<file path="src/rtl/serial_clock.sv">
// serial_clock: divides clk into a 50%-duty serial clock (sclk) and produces
// one-clk strobes for sclk rising/falling edges and for every 8th rising edge,
// together with a 3-bit count of rising edges.
module serial_clock #(
  parameter int HALF_PERIOD = 2
) (
  input  logic       clk,
  input  logic       reset,
  input  logic       enable,
  output logic       sclk,
  output logic       sclkPosEdge,
  output logic       sclkNegEdge,
  output logic       sclk8PosEdge,
  output logic [2:0] bitCount
);

  // Divide counter only needs to reach HALF_PERIOD-1; keep at least one bit.
  localparam int CW = (HALF_PERIOD > 1) ? $clog2(HALF_PERIOD) : 1;
  localparam logic [CW-1:0] CNT_LAST = CW'(HALF_PERIOD - 1);

  logic [CW-1:0] cnt_q, cnt_d;
  logic          sclk_q, sclk_d;
  logic          pos_q, pos_d;
  logic          neg_q, neg_d;
  logic          byte_q, byte_d;
  logic [2:0]    bit_cnt_q, bit_cnt_d;
  logic          toggle;

  // Next-state: count half-period, flip sclk at terminal count, and derive
  // strobes from the direction of the flip so they line up with new sclk.
  always_comb begin
    toggle    = enable && (cnt_q == CNT_LAST);
    cnt_d     = cnt_q;
    sclk_d    = sclk_q;
    bit_cnt_d = bit_cnt_q;
    pos_d     = 1'b0;
    neg_d     = 1'b0;
    byte_d    = 1'b0;
    if (enable) begin
      if (toggle) begin
        cnt_d  = '0;
        sclk_d = ~sclk_q;
        pos_d  = ~sclk_q;
        neg_d  = sclk_q;
      end else begin
        cnt_d = cnt_q + CW'(1);
      end
    end
    if (pos_d) begin
      bit_cnt_d = bit_cnt_q + 3'd1;
      byte_d    = (bit_cnt_q == 3'd7);
    end
  end

  // State registers; reset abandons any partial half-period or byte.
  always_ff @(posedge clk or negedge reset) begin
    if (!reset) begin
      cnt_q     <= '0;
      sclk_q    <= 1'b0;
      pos_q     <= 1'b0;
      neg_q     <= 1'b0;
      byte_q    <= 1'b0;
      bit_cnt_q <= 3'd0;
    end else begin
      cnt_q     <= cnt_d;
      sclk_q    <= sclk_d;
      pos_q     <= pos_d;
      neg_q     <= neg_d;
      byte_q    <= byte_d;
      bit_cnt_q <= bit_cnt_d;
    end
  end

  assign sclk         = sclk_q;
  assign sclkPosEdge  = pos_q;
  assign sclkNegEdge  = neg_q;
  assign sclk8PosEdge = byte_q;
  assign bitCount     = bit_cnt_q;

endmodule

</file>
<file path="config.mk">
export PLATFORM = sky130hd
export DESIGN_NAME = serial_clock
export DESIGN_NICKNAME = d
export VERILOG_FILES = /design/src/rtl/serial_clock.sv
export SDC_FILE = /design/constraint.sdc
export NUM_CORES = 1
export LEC_CHECK = 0
export BUFFER_PORTS_ARGS = -buffer_cell sky130_fd_sc_hd__buf_2
export CORE_AREA = 4 4 41 43
export DETAILED_ROUTE_END_ITERATION = 6
export DIE_AREA = 0 0 45 47
export PLACE_DENSITY_LB_ADDON = 0.3
export SYNTH_ARGS = -nofsm -noshare
export SYNTH_HDL_FRONTEND = slang
export SYNTH_SLANG_ARGS = --single-unit
</file>
<file path="constraint.sdc">
create_clock -name clk -period 1.6 [get_ports clk]
set_input_delay 0.32 -clock clk [delete_from_list [all_inputs] [get_ports clk]]
set_output_delay 0.32 -clock clk [all_outputs]
set_load 0.03 [all_outputs]
</file>
==> metrics.cfg <==
[status]
status=completed

[synth]
yosysSeqAreaShare_pct=61.8
yosysMostFrequentCell=dfrtp_1
syn_area_per_cell_um2=15.4
syn_area_um2=324
synth.net_count=26
yosysWarnings=0
synth_ff_type=dfrtp_1
synth_edf_count=0
synth-async-reset-ratio_pct=100
ys_types=10
synth_top_cell_area_share_pct=61.8
netlist_top_cells_count=8 x dfrtp_1, 2 x ha_1, 2 x inv_1, 2 x mux2_4, 2 x xnor2_1
yosysTopAreaCell=dfrtp_1
synthTopCellsByArea=dfrtp_1 62%, mux2_4 9.3%, ha_1 7.7%
ys_seq_elements=8
synth_cells=21

[worst_setup_path]
crit-reg2reg-capture=bitCount[2]
cpMostUsedCell=ha_1
rrSetupSlack_ns=0.34
worstPathArrival_ns=1.39
cpPeakStageDelay_ns=0.40
critical_path_class=flip-flop to flip-flop
crit_path_start_kind=flip-flop
r2r_start=bitCount[0]
required_ns=1.73
cp-startpoint=bitCount[0]
crit_chain=ha_1 -> ha_1 -> mux2_4
critPathCaptureType=flip-flop
cp-endpoint=bitCount[2]
cp_max_fo=3
slowest_stage=dfrtp_1
ff2ff_path_depth=3

[timing]
rsz0062_at_grt=no
slew_headroom_pct=87.3
final-setup-viol-count=0
fin_setup_tns_ns=0
max_freq_mhz=796
slew_violations=0
hold_viol=0
post-route-period-util_pct=78.5
fin_skew_ns=0.00332
tightest_slew_ns=0.190
finalCriticalPeriod_ns=1.26
setup_ws_ns=0.343

[clock_tree]
path_clk_slew_ns=0.05
cts_tree=done
clock_latency_ns=0.25
ctsResizeCount=0
htreeDepth=1
clockBufferDepth=2
hold_buffers=1
cts_made_buffers=3
cts-root-buf=clkbuf_4
clock-sinks=8
post_cts_buffers=0

[global_routing]
grt_usage_pct=7.09
met3_usage_pct=3.07
grt_use_met2_pct=9.04
grt_pass1_wl_um=966
grt_pass1_vias=212
grt_max_degree=9
antenna_found_initial=0
grt_use_met1_pct=7.91
grt-ovfl-total=0
busiest_layer=met2

[pwr]
powerDensity_nw_per_um2=2160
p_leak_nw=0.237
peakVddDrop_mv=0.833

[detailed_routing]
routed_wl_um=509
detail-route-antenna-nets=0
wire_per_inst_um=10.4
drc=0
drtIter0Drc=0
avgViaCountPerCell=3.82
drtPass1Iterations=1
num_vias=187

[final_layout]
fillers=136
num-nets-final=41
num_antenna_cells=0
area_growth_pct=29.7
final_cell_area_um2=420
final_cells=49
layout-drive-gt1-share_pct=47.1

[run]
drv_cap=0

[floorplanning]
num_rows=13
ioPinCount=10
start_util_pct=24.9
die_w_um=45
die_h_um=47
coreArea_um2=1300
die_area_um2=2120

[placed_design]
dpl_cell_area_um2=388
routabilityCongestion=0.673
dp.cells=45
hpwl_um=390
dp_slack_ns=0.342
port-buffer-count=9

[worst_hold_path]
hp-class=input pin to flip-flop

-- cells by family after synthesis --
logic type | Yosys count | synth area share, %
adders and majority gates | 2 | 7.72
buffers and inverters | 2 | 2.32
and+or+nand+nor | 4 | 10.8
muxes | 2 | 9.27
xor gates and xnor gates | 3 | 8.11
DFF | 8 | 61.8
-- per-layer routing --
layer  vias up  wire (µm)
li1         95          -
met1        82        209
met2         8        224
met3         2         69
met4         0          5
met5         -          0
-- layout by cell type (no fill, tap or decap), drive strengths merged --
| cell type | instances |
|---|---|
| buf | 9 |
| dfrtp | 8 |
| clkbuf | 3 |
| inv | 2 |
| mux2 | 2 |
| xnor2 | 2 |
| ha | 2 |
| nand3b | 1 |
| nor2 | 1 |
| and3 | 1 |
| xor2 | 1 |
| nand2 | 1 |
| dlygate4sd3 | 1 |
-- flip-flops by register name, indices dropped and copies added (netlist names) --
register      count
bitCount          3
cnt_q             1
sclk              1
sclk8PosEdge      1
sclkNegEdge       1
sclkPosEdge       1
-- power by group --
group | internal (W) | switching [W] | total [W]
Combinational | 0.000174 | 0.000229 | 0.000403
Clock | 0.0000856 | 0.0000645 | 0.000150
Sequential | 0.000285 | 0.0000713 | 0.000356
Total | 0.000544 | 0.000365 | 0.000909
-- worst min path at each step --
stage / startpoint / endpoint / slack (ns) / cells after the start
floorplan: reset / bitCount[0] / 0.02 / 0
global placement: reset / sclkPosEdge / 0.16 / 1
detailed placement: reset / sclkPosEdge / 0.17 / 1
CTS: enable / cnt_q / 0.31 / 2
global route: enable / cnt_q / 0.33 / 2
finish: enable / cnt_q / 0.32 / 2
-- critical path, delay by kind of cell (launching register included) --
kind,cells,cell delay (ns)
flops,1,0.40
fa+ha+maj,2,0.48
mux,1,0.26
-- stage by stage --
stage          hold slack, ns  utilization, %  total power, W
3_5_place_dp            0.169            29.8        0.000768
2_1_floorplan          0.0244               -        0.000653
5_1_grt                 0.335            32.3        0.000985
6_report                0.323            32.3        0.000909
3_3_place_gp            0.165            29.8        0.000748
4_1_cts                 0.311            32.3        0.000930
-- layout make-up --
cell class	instances	area, µm²	share of cell area (%)
Sequential cell	8	200	47.6
Multi-Input combinational cell	11	116	27.7
Timing Repair Buffer	10	55.1	13.1
Clock buffer	3	22.5	5.36
Tap cell	15	18.8	4.46
Inverter	2	7.51	1.79
Power figures use the tool's default switching activity.
